$ cat config.mk
export PLATFORM = sky130hd
export DESIGN_NAME = ms_delay_sched
export DESIGN_NICKNAME = d
export VERILOG_FILES = /design/src/rtl/dly_sched_pkg.sv /design/src/rtl/ms_tick_gen.sv /design/src/rtl/ms_delay_sched.sv
export SDC_FILE = /design/constraint.sdc
export NUM_CORES = 1
export LEC_CHECK = 0
export BUFFER_PORTS_ARGS = -buffer_cell sky130_fd_sc_hd__clkbuf_2
export CAP_MARGIN = 20
export CORE_ASPECT_RATIO = 1.1
export CORE_MARGIN = 8
export CORE_UTILIZATION = 40
export DETAILED_ROUTE_END_ITERATION = 16
export GPL_TIMING_DRIVEN = 1
export HOLD_SLACK_MARGIN = 0.15
export PLACE_DENSITY = 0.65
export SLEW_MARGIN = 30
export SYNTH_ARGS = -nofsm -noshare
export SYNTH_HDL_FRONTEND = slang
export SYNTH_SLANG_ARGS = --single-unit
export TNS_END_PERCENT = 1
$ cat constraint.sdc
create_clock -name CLK -period 2.5 [get_ports CLK]
set_clock_uncertainty 0.1 [all_clocks]
set_input_delay 0.25 -clock CLK [delete_from_list [all_inputs] [get_ports CLK]]
set_output_delay 0.25 -clock CLK [all_outputs]
set_load 0.02 [all_outputs]
$ cat src/rtl/dly_sched_pkg.sv
// dly_sched_pkg: shared definitions for the millisecond delay scheduler.
//   state_t  - scheduler FSM states (IDLE, LOAD, RUN, DONE)
//   T1MS_DEF - prescaler terminal count for a 1 ms period at 50 MHz
//   ch_w()   - width of a channel index for a given channel count
package dly_sched_pkg;

  typedef enum logic [1:0] {
    IDLE = 2'd0,
    LOAD = 2'd1,
    RUN  = 2'd2,
    DONE = 2'd3
  } state_t;

  localparam logic [15:0] T1MS_DEF = 16'd49_999;

  function automatic int unsigned ch_w(input int unsigned n);
    return (n < 2) ? 1 : $clog2(n);
  endfunction

endpackage

$ cat src/rtl/ms_tick_gen.sv
// ms_tick_gen: millisecond prescaler for the shared delay engine.
//   CLK  in  system clock
//   RSTn in  asynchronous active-low reset
//   clr  in  synchronous clear; holds the prescaler at 0 while high
//   tick out one-cycle pulse on the cycle the prescaler wraps from T1MS_VAL
module ms_tick_gen
  import dly_sched_pkg::*;
#(
  parameter logic [15:0] T1MS_VAL = T1MS_DEF
) (
  input  logic CLK,
  input  logic RSTn,
  input  logic clr,
  output logic tick
);

  logic [15:0] presc;

  assign tick = !clr && (presc == T1MS_VAL);

  always_ff @(posedge CLK or negedge RSTn) begin
    if (!RSTn) begin
      presc <= '0;
    end else if (clr || tick) begin
      presc <= '0;
    end else begin
      presc <= presc + 16'd1;
    end
  end

endmodule

$ cat src/rtl/ms_delay_sched.sv
// ms_delay_sched: round-robin scheduler sharing one ms delay engine among NCH
// requesters. The winner's delay is latched at grant; a one-cycle done pulse
// returns to that channel when the delay expires.
//   CLK    in  system clock (50 MHz)
//   RSTn   in  asynchronous active-low reset
//   req    in  [NCH]        level request, held until done
//   nms    in  [NCH*NMS_W]  packed per-channel delay in ms, sampled at grant
//   grant  out [NCH]        one-hot, high from LOAD through DONE
//   done   out [NCH]        one-cycle pulse at delay expiry
//   busy   out              high whenever not IDLE
//   cur_ch out [CW]         granted channel index, holds when idle
// Build option: DLY_SCHED_CH0_PRIO_EN gives channel 0 priority at arbitration.
module ms_delay_sched
  import dly_sched_pkg::*;
#(
  parameter int unsigned NCH      = 4,
  parameter logic [15:0] T1MS_VAL = T1MS_DEF,
  parameter int unsigned NMS_W    = 16,
  localparam int unsigned CW      = ch_w(NCH)
) (
  input  logic                 CLK,
  input  logic                 RSTn,
  input  logic [NCH-1:0]       req,
  input  logic [NCH*NMS_W-1:0] nms,
  output logic [NCH-1:0]       grant,
  output logic [NCH-1:0]       done,
  output logic                 busy,
  output logic [CW-1:0]        cur_ch
);

  localparam logic [NMS_W-1:0] ONE = NMS_W'(1);

  state_t             state, state_d;
  logic [CW-1:0]      ptr, ptr_inc, win, ch_d;
  logic [NMS_W-1:0]   nms_sel, nms_lat, ms_cnt;
  logic [NCH-1:0]     ch_oh, grant_d, done_d;
  logic               abort, tick, presc_clr;

  assign nms_sel   = nms[cur_ch*NMS_W +: NMS_W];
  assign abort     = ((state == LOAD) || (state == RUN)) && !req[cur_ch];
  assign ptr_inc   = (cur_ch == CW'(NCH - 1)) ? '0 : cur_ch + CW'(1);
  assign presc_clr = (state != RUN);

  ms_tick_gen #(.T1MS_VAL(T1MS_VAL)) u_tick (
    .CLK  (CLK),
    .RSTn (RSTn),
    .clr  (presc_clr),
    .tick (tick)
  );

  // First requester at or after the pointer, scanning with wraparound.
  always_comb begin
    win = ptr;
    for (int unsigned i = NCH; i > 0; i--) begin
      if (req[(32'(ptr) + i - 1) % NCH]) begin
        win = CW'((32'(ptr) + i - 1) % NCH);
      end
    end
`ifdef DLY_SCHED_CH0_PRIO_EN
    if (req[0]) begin
      win = '0;
    end
`endif
  end

  always_ff @(posedge CLK or negedge RSTn) begin
    if (!RSTn) begin
      state <= IDLE;
    end else begin
      state <= state_d;
    end
  end

  // Outputs are registered from the next state so grant/done/busy line up
  // with the state they describe.
  always_comb begin
    state_d = state;
    ch_d    = cur_ch;
    case (state)
      IDLE: begin
        if (|req) begin
          state_d = LOAD;
          ch_d    = win;
        end
      end
      LOAD: begin
        if (abort)               state_d = IDLE;
        else if (nms_sel == '0)  state_d = DONE;
        else                     state_d = RUN;
      end
      RUN: begin
        // Expire on the tick that would bring ms_cnt up to the target.
        if (abort)                                     state_d = IDLE;
        else if (tick && ((ms_cnt + ONE) == nms_lat))  state_d = DONE;
      end
      DONE:    state_d = IDLE;
      default: state_d = IDLE;
    endcase
    ch_oh   = NCH'(1) << ch_d;
    grant_d = (state_d != IDLE) ? ch_oh : '0;
    done_d  = (state_d == DONE) ? ch_oh : '0;
  end

  always_ff @(posedge CLK or negedge RSTn) begin
    if (!RSTn) begin
      ptr     <= '0;
      cur_ch  <= '0;
      grant   <= '0;
      done    <= '0;
      busy    <= 1'b0;
      nms_lat <= '0;
      ms_cnt  <= '0;
    end else begin
      cur_ch <= ch_d;
      grant  <= grant_d;
      done   <= done_d;
      busy   <= (state_d != IDLE);
      if (state == LOAD) begin
        nms_lat <= nms_sel;
        ms_cnt  <= '0;
      end else if ((state == RUN) && tick) begin
        ms_cnt <= ms_cnt + ONE;
      end
      if ((state == DONE) || abort) begin
        ptr <= ptr_inc;
      end
    end
  end

endmodule

**Word level (Yosys, flattened, before mapping)**

Index checks and enable logic that the tools add are counted.

- Flip-flop bits (word level): 63
- Output and inout port bits: 11
- Logic and storage cells: 77
- Input port bits: 70

- Reduce and logical (&&, ||, !) cells: 14
- Eq/ne operators: 8
- Muxes and demuxes: 28
- $add $sub $neg: 11
- Shifts and indexed selects: 2
- Order comparisons: 5

Operators by type and width:

| kind | count |
|---|---|
| 64-bit by 7-bit variable part select with 16-bit output | 1 |
| 16-bit 2-to-1 mux | 3 |
| 16-bit by 1-bit adder with 16-bit output, second input constant | 2 |
| 2-bit 2-to-1 mux | 11 |
| 16-bit == test | 1 |
| 16-bit == test, second input constant | 1 |
| 16-bit logical NOT | 1 |
| 2-bit by 3-bit less-than comparator with 1-bit output, second input constant | 5 |
| 1-bit binary-select mux with 2-bit select | 5 |
| 2-bit == test, second input constant | 4 |
| 4-bit 2-to-1 mux | 2 |
| 2-bit case mux with 4 select lines | 1 |
| 2-bit by 1-bit subtractor with 2-bit output, second input constant | 4 |
| 2-bit by 1-bit adder with 2-bit output, second input constant | 3 |
| 1-bit 2-to-1 mux | 6 |
| 2-bit adder, second input constant | 2 |
| 1-bit logical AND | 4 |
| 2-bit nonzero test | 2 |
| 4-bit OR reduction | 1 |
| 1-bit by 2-bit left shift with 4-bit output, first input constant | 1 |
| 1-bit logical OR | 3 |
| 2-bit by 1-bit == test with 1-bit output, second input constant | 1 |
| 1-bit logical NOT | 2 |
| 2-bit logical NOT | 1 |
| 2-bit != test, second input constant | 1 |

**Longest topological paths before layout**

Gate-level depths: netlist of the first run.

- Depth in word-level cells: 12
- Mapped depth: 9
- Mapped depth without buffers: 8

**Modules after synthesis**

A second synthesis of the first run with hierarchy kept.

- Cell total of the unflattened synthesis: 384
- Area, all modules: 4033.9 um^2

Modules (own cells, without submodules):

| module | cells each | instances | seq. area each (um^2) | area each (um^2) |
|---|---|---|---|---|
| ms_delay_sched | 302 | 1 | 1176.1 | 3191.8 |
| ms_tick_gen | 82 | 1 | 400.4 | 842.1 |

**Worst setup path before layout of the first run**

No wires, ideal clock.

- Path kind: reg-to-reg
- Start: register cur_ch[0]
- End: register done[0]
- Slack: -91 ps
- Data required time: 2304 ps
- Buffers on the path: 1
- Stages on the path, launching flop included: 8
- Library setup time: 96 ps
- Period minus slack after synthesis: 2591 ps
- Arrival time: 2395 ps
- Cells stage by stage: dfrtp_1 > buf_6 > mux4_1 > or4_1 > nor4_2 > or3_2 > a21oi_2 > nor4_2

- Word-level cells in the longest chain between the ends: 8
- Elaborated cells on any way between the ends: 15
- Classes of those cells: 1 x eq/ne; 2 x shift; 9 x mux; 3 x reduce/logical

Ends and longest elaborated chain:

| item | line | text |
|---|---|---|
| start, declared | ms_delay_sched.sv:28 | `output logic [CW-1:0] cur_ch` |
| start signal, assigned | ms_delay_sched.sv:114 | `cur_ch <= ch_d;` |
| branches (longest 7 deep; another with 64-bit by 7-bit variable part select with 16-bit output) | -- |  |
| 4-bit 2-to-1 mux (*) | ms_delay_sched.sv:101 | `done_d = (state_d == DONE) ? ch_oh : '0;` |
| via done_d[0] | ms_delay_sched.sv:36 | `logic [NCH-1:0] ch_oh, grant_d, done_d;` |
| end signal, assigned | ms_delay_sched.sv:116 | `done <= done_d;` |
| end, declared | ms_delay_sched.sv:26 | `output logic [NCH-1:0] done,` |

Mark *: on every way through the listed nets, which the timed path passes. The select of a mux whose other input is x is not followed.
A chain may end at the register's enable or synchronous reset.

**Worst setup path in the final report of the first run**

Ends and elaborated chain as after synthesis.

==> results of run 1 <==
[cell type report]
cell class | instances | area (µm²) | share of cell area, %
Clock buffer | 10 | 137.6 | 2.749
Clock inverter | 6 | 60.06 | 1.199
Inverter | 10 | 37.54 | 0.7496
Multi-Input combinational cell | 274 | 2225 | 44.43
Sequential cell | 63 | 1578 | 31.51
Tap cell | 120 | 150.1 | 2.999
Timing Repair Buffer | 129 | 819.5 | 16.37
[timing repair]
action                                  in CTS  in global routing
hold buffers                                 1                  0
buffers inserted                             1                  0
endpoints found under the setup margin      10                 13
gates resized for setup                     17                  1
pin swaps                                    5                  4
cloned                                       1                  0
hold endpoints to repair                    63                  0
[sequential cells by signal (all words and copies together) (netlist names)]
| signal | count |
|---|---|
| grant | 4 |
| cur_ch | 2 |
| ptr | 2 |
| ms_cnt | 16 |
| u_tick.presc | 16 |
| done | 4 |
| busy | 1 |
| state | 2 |
| nms_lat | 16 |
[through the flow]
step / utilization, % / total power (µW) / area, µm²
floorplan: - / 2870 / 3914
global placement: 48.93 / 3346 / 4746
detailed placement: 48.93 / 3413 / 4746
CTS: 51.59 / 4485 / 5004
global route: 51.63 / 4737 / 5007
finish: 51.63 / 4458 / 5007
[final timing paths]
kind / start / end
max: cur_ch[0] / done[0]
min: nms[14] / nms_lat[14]
max reg2reg: cur_ch[0] / done[0]
min reg2reg: u_tick.presc[0] / u_tick.presc[0]
max in group asynchronous: RSTn / cur_ch[0]
min in group asynchronous: RSTn / ms_cnt[12]
[worst min-delay path: stages]
cell and delay, ns:
clkbuf_2 0.08, mux4_2 0.23, mux2_2 0.14
[synthesized netlist by cell type (3+ instances only)]
cell type  number  area [µm²]
o21ai_0         9       45.04
xnor2_1        16       140.1
and4_1          3       26.28
o21ai_1         3       15.01
or4_1           3       22.52
nor4_1          6       37.54
nand3_1        16       80.08
nor2_1         38       142.6
ha_1            8       100.1
nor3_1          6       30.03
or3_1           6       37.54
mux4_2          4       90.09
xor2_1         26       227.7
buf_2           4       20.02
mux2_2         17       191.4
and3_1          6       37.54
nor4_2          5       62.56
nand2b_1        7       43.79
inv_1          10       37.54
dfrtp_1        63        1577
o22ai_1         3       18.77
nand2_1        25       93.84
nand4_1         3       18.77
clkbuf_1        8       30.03
a21oi_1        13       65.06
mux4_1         13       341.6
[power by group through the flow]
stage | Sequential [µW] | Clock, µW | Combinational [µW]
finish | 1460 | 892 | 2110
CTS | 1450 | 914 | 2120
floorplan | 1460 | 0 | 1410
detailed placement | 1470 | 0 | 1940
global route | 1480 | 951 | 2300
global placement | 1460 | 0 | 1880
[per-layer routing]
metal  global-route usage (%)  share of wire, %  vias up
met5                        0                 0        -
met4                    6.172               1.8        0
met3                    3.271               3.5       15
met2                    24.27                51       82
met1                    18.52                44     1534
li1                         -                 -     1573
[logic make-up after synthesis]
logic type                 after synthesis  synth area share, %
and+or+nand+nor                        138                19.56
muxes                                   36                16.49
xor gates and xnor gates                42                9.411
AOI/OAI and AO/OA                       50                8.515
adders and majority gates                8                2.561
buffers and inverters                   25                3.137
DFF                                     63                40.33
==> results.toml, run 1 <==
[outcome]
status = "finished with violations"
violations = "negative setup slack"

[die]
initial_core_util_pct = 40.30
coreArea_um2 = 9699
die_h_um = 119.7
row_count = 38
ios = 81
die_x_um = 110.3
die_area_um2 = 13190

[clocking]
cts_buffer_depth = 2
root_buffer = "clkbuf_8"
clk_latency_ns = 0.35
clock_sinks = 63
cts.htree.levels = 3
cts_tree = "built"
clk_pin_slew_ns = 0.07
cts_buffers = 9

[synthesis]
synthCells = 362
syn-cell-area_um2 = 3909
synth.yosys.seq_area_share_pct = 40.33
ys.warnings.count = 0
ys_types = 62
ys_async_sr_fraction_pct = 100.0
synthFlopType = "dfrtp_1"
syn-num-nets = 440
avgSynthCellArea_um2 = 10.80
synth_edf_count = 0
ys_seq_elements = 63

[sta]
hold_ws_ns = 0.2807
post-route-min-period_ns = 2.620
relSlewSlack_pct = 47.15
worst_slew_pin_slew_ns = 0.7927
hold_violations = 0
max_freq_ghz = 0.3817
rsz0062_at_grt = "yes"
drv_slew = 0
fin_ws_ns = -0.1201
setup_viol = 8
tns_ns = -0.7330
fin_crit_sh_pct = 104.8

[min_path]
whs_path_depth = 3
worstHoldPathType = "in2reg"

[detailed_routing]
routedWlPerCell_um = 15.32
dr.first_iter.drc_count = 129
drc = 0
routed_wl_um = 9373
drtAntennaViolNets = 0
drt_first_pass_iters = 4
num_vias = 3204
via_per_inst = 5.235

[power_and_ir_drop]
pwr-share-clk_pct = 20.0
p_int_uw = 2785
p_leak_uw = 0.002293
pwr-share-comb_pct = 47.3
switching_power_uw = 1673
p_sw_share_pct = 37.52
p_per_area_nw_per_um2 = 890.3
ir_drop_mv = 0.5300
seqPwrFrac_pct = 32.7

[setup_path]
critPathMaxFanout = 8
worstSetupPathDepth = 7
critPathKind = "reg2reg"
cp-end-kind = "flip-flop"
crit_buf_inv = 1
slowest_delay_ns = 0.57
cp.arrival_ns = 2.78
rr_worst_depth = 7
cp_top_family = "simple AND/OR/NAND/NOR gates"
start_kind = "flip-flop"
cp.required_ns = 2.66
slowest_stage = "or4_4"
crit_chain = "buf_12, mux4_2, or4_4, nor4_4, or3_4, a21oi_4, nor4_2"
reg2reg_slack_ns = -0.12

[global_routing]
grt_max_degree = 64
grt_antenna_before_repair = 0
overflow = 0
grt_use_total_pct = 14.91
grt_pass1_wl_um = 15860
grt_pass1_vias = 3428

[finish]
n_fill_cell = 920
fin_cells = 612
num_antenna_cells = 0
area_delta_synth_final_pct = 28.10
drive_gt1_share_pct = 39.43
layout_common_cells = "80 x clkbuf_2, 62 x dfrtp_1, 44 x buf_4"
nets = 565
final_common_cell = "clkbuf_2"

[run]
max_cap_violations = 0

[place]
gp_congestion = 0.8108
dp_hpwl_um = 7126
numPortBuffers = 80
dp.cells = 593
place_ws_ns = -0.2414
(Power assumes the default switching activity.)
==> inputs of run 2 (changes only) <==
--- a/config.mk
+++ b/config.mk
@@ -14,6 +14,7 @@
 export GPL_TIMING_DRIVEN = 1
 export HOLD_SLACK_MARGIN = 0.15
 export PLACE_DENSITY = 0.65
+export SKIP_CTS_REPAIR_TIMING = 1
 export SLEW_MARGIN = 30
 export SYNTH_ARGS = -nofsm -noshare
 export SYNTH_HDL_FRONTEND = slang
==> results.toml, run 2 (same netlist as run 1, synthesis figures left out) <==
[outcome]
status = "finished with violations"
violations = "negative setup slack"

[sta]
fin_crit_sh_pct = 106.5
worst_slew_pin_slew_ns = 0.7925
hold_violations = 0
tns_ns = -1.040
drv_slew = 0
max_freq_ghz = 0.3757
relSlewSlack_pct = 47.17
rsz0062_at_grt = "yes"
setup_viol = 10
hold_ws_ns = 0.2863
fin_ws_ns = -0.1615
post-route-min-period_ns = 2.661

[global_routing]
grt_antenna_before_repair = 0
grt_use_total_pct = 14.34
grt_pass1_wl_um = 15210
grt_pass1_vias = 3333
overflow = 0
grt_max_degree = 64

[clocking]
root_buffer = "clkbuf_8"
cts_tree = "built"
clock_sinks = 63
cts.htree.levels = 3
cts_buffer_depth = 2
clk_latency_ns = 0.35
cts_buffers = 9
clk_pin_slew_ns = 0.07

[setup_path]
slowest_delay_ns = 0.59
crit_chain = "buf_12, mux4_1, or4_4, nor4_4, o22a_2, nand2_2, nor3_1"
slowest_stage = "mux4_1"
cp-end-kind = "flip-flop"
critPathKind = "reg2reg"
cp.arrival_ns = 2.82
cp.required_ns = 2.66
critPathMaxFanout = 15
start_kind = "flip-flop"

[detailed_routing]
drc = 0
drt_first_pass_iters = 4
num_vias = 3181
dr.first_iter.drc_count = 140
routed_wl_um = 9087
via_per_inst = 5.215
routedWlPerCell_um = 14.90
drtAntennaViolNets = 0

[place]
gp_congestion = 0.8108
numPortBuffers = 80
dp_hpwl_um = 7126

[finish]
ff_latch_area_um2 = 1578
drive_gt1_share_pct = 37.14
final_common_cell = "clkbuf_2"
area_delta_synth_final_pct = 27.08
reg_top3 = "ms_cnt: 16 flops, nms_lat: 16 flops, u_tick.presc: 16 flops"
multi_input_area_um2 = 2223
num_antenna_cells = 0
layout_common_cells = "80 x clkbuf_2, 62 x dfrtp_1, 44 x buf_4"
nets = 563
n_fill_cell = 914

[die]
die_x_um = 110.3
initial_core_util_pct = 40.30
ios = 81
die_h_um = 119.7
die_area_um2 = 13190
row_count = 38
coreArea_um2 = 9699

[power_and_ir_drop]
p_per_area_nw_per_um2 = 861.6
p_leak_uw = 0.002300
ir_drop_mv = 0.5104

[min_path]
worstHoldPathType = "in2reg"

[run]
max_cap_violations = 0
[run 2: cell types whose count changed in the layout (fill, tap and decap cells not counted), moves of 2 or more]
cell / before / now
nor3_2: 2 / 0
mux4_1: 5 / 13
nor3_1: 4 / 6
mux4_2: 12 / 4
[run 2: power breakdown]
group          total, µW  switching, µW  internal (µW)
sequential          1450            205           1250
clock                887            405            481
combinational       1940            981            959
total               4280           1590           2690
[run 2: path summary, 6_finish.rpt]
kind,startpoint,endpoint,slack (ns),cells past startpoint
worst min register to register,u_tick.presc[0],u_tick.presc[0],0.37,1
max in group asynchronous,RSTn,cur_ch[0],1.23,3
worst max register to register,cur_ch[0],done[3],-0.16,7
worst max-delay path,cur_ch[0],done[3],-0.16,7
worst min-delay path,nms[11],nms_lat[11],0.29,3
min in group asynchronous,RSTn,ms_cnt[12],0.50,3
[run 2: area by class of cell]
cell class / instances / area share, %
Multi-Input combinational cell: 274 / 44.76
Sequential cell: 63 / 31.76
Tap cell: 120 / 3.023
Clock inverter: 6 / 1.209
Clock buffer: 10 / 2.771
Timing Repair Buffer: 127 / 15.72
Inverter: 10 / 0.7557
[run 2: through the flow]
stage	total power (µW)	utilization (%)	setup slack [ns]	std cells	cell area, µm²
after global placement	3346	48.93	-0.1672	593	4746
after global routing	4559	51.21	-0.2454	610	4967
final	4280	51.21	-0.1615	610	4967
after floorplan	2870	-	-0.01666	362	3914
after detailed placement	3413	48.93	-0.2414	593	4746
after CTS	4313	50.97	-0.2559	609	4943
[run 2: critical path, delay by kind of cell (launching register included)]
kind	cells	cell delay, ns
buffers and inverters	1	0.15
and+or+nand+nor	4	1.16
DFF	1	0.37
AOI/OAI and AO/OA	1	0.21
muxes	1	0.59
[run 2: layer usage]
metal  global-route usage, %  up-vias  part of all wire [%]
li1                        -     1576                     -
met1                   17.48     1512                    43
met2                   23.27       78                    50
met3                   3.432       15                   4.3
met4                   6.505        0                   2.1
met5                       0        -                     0
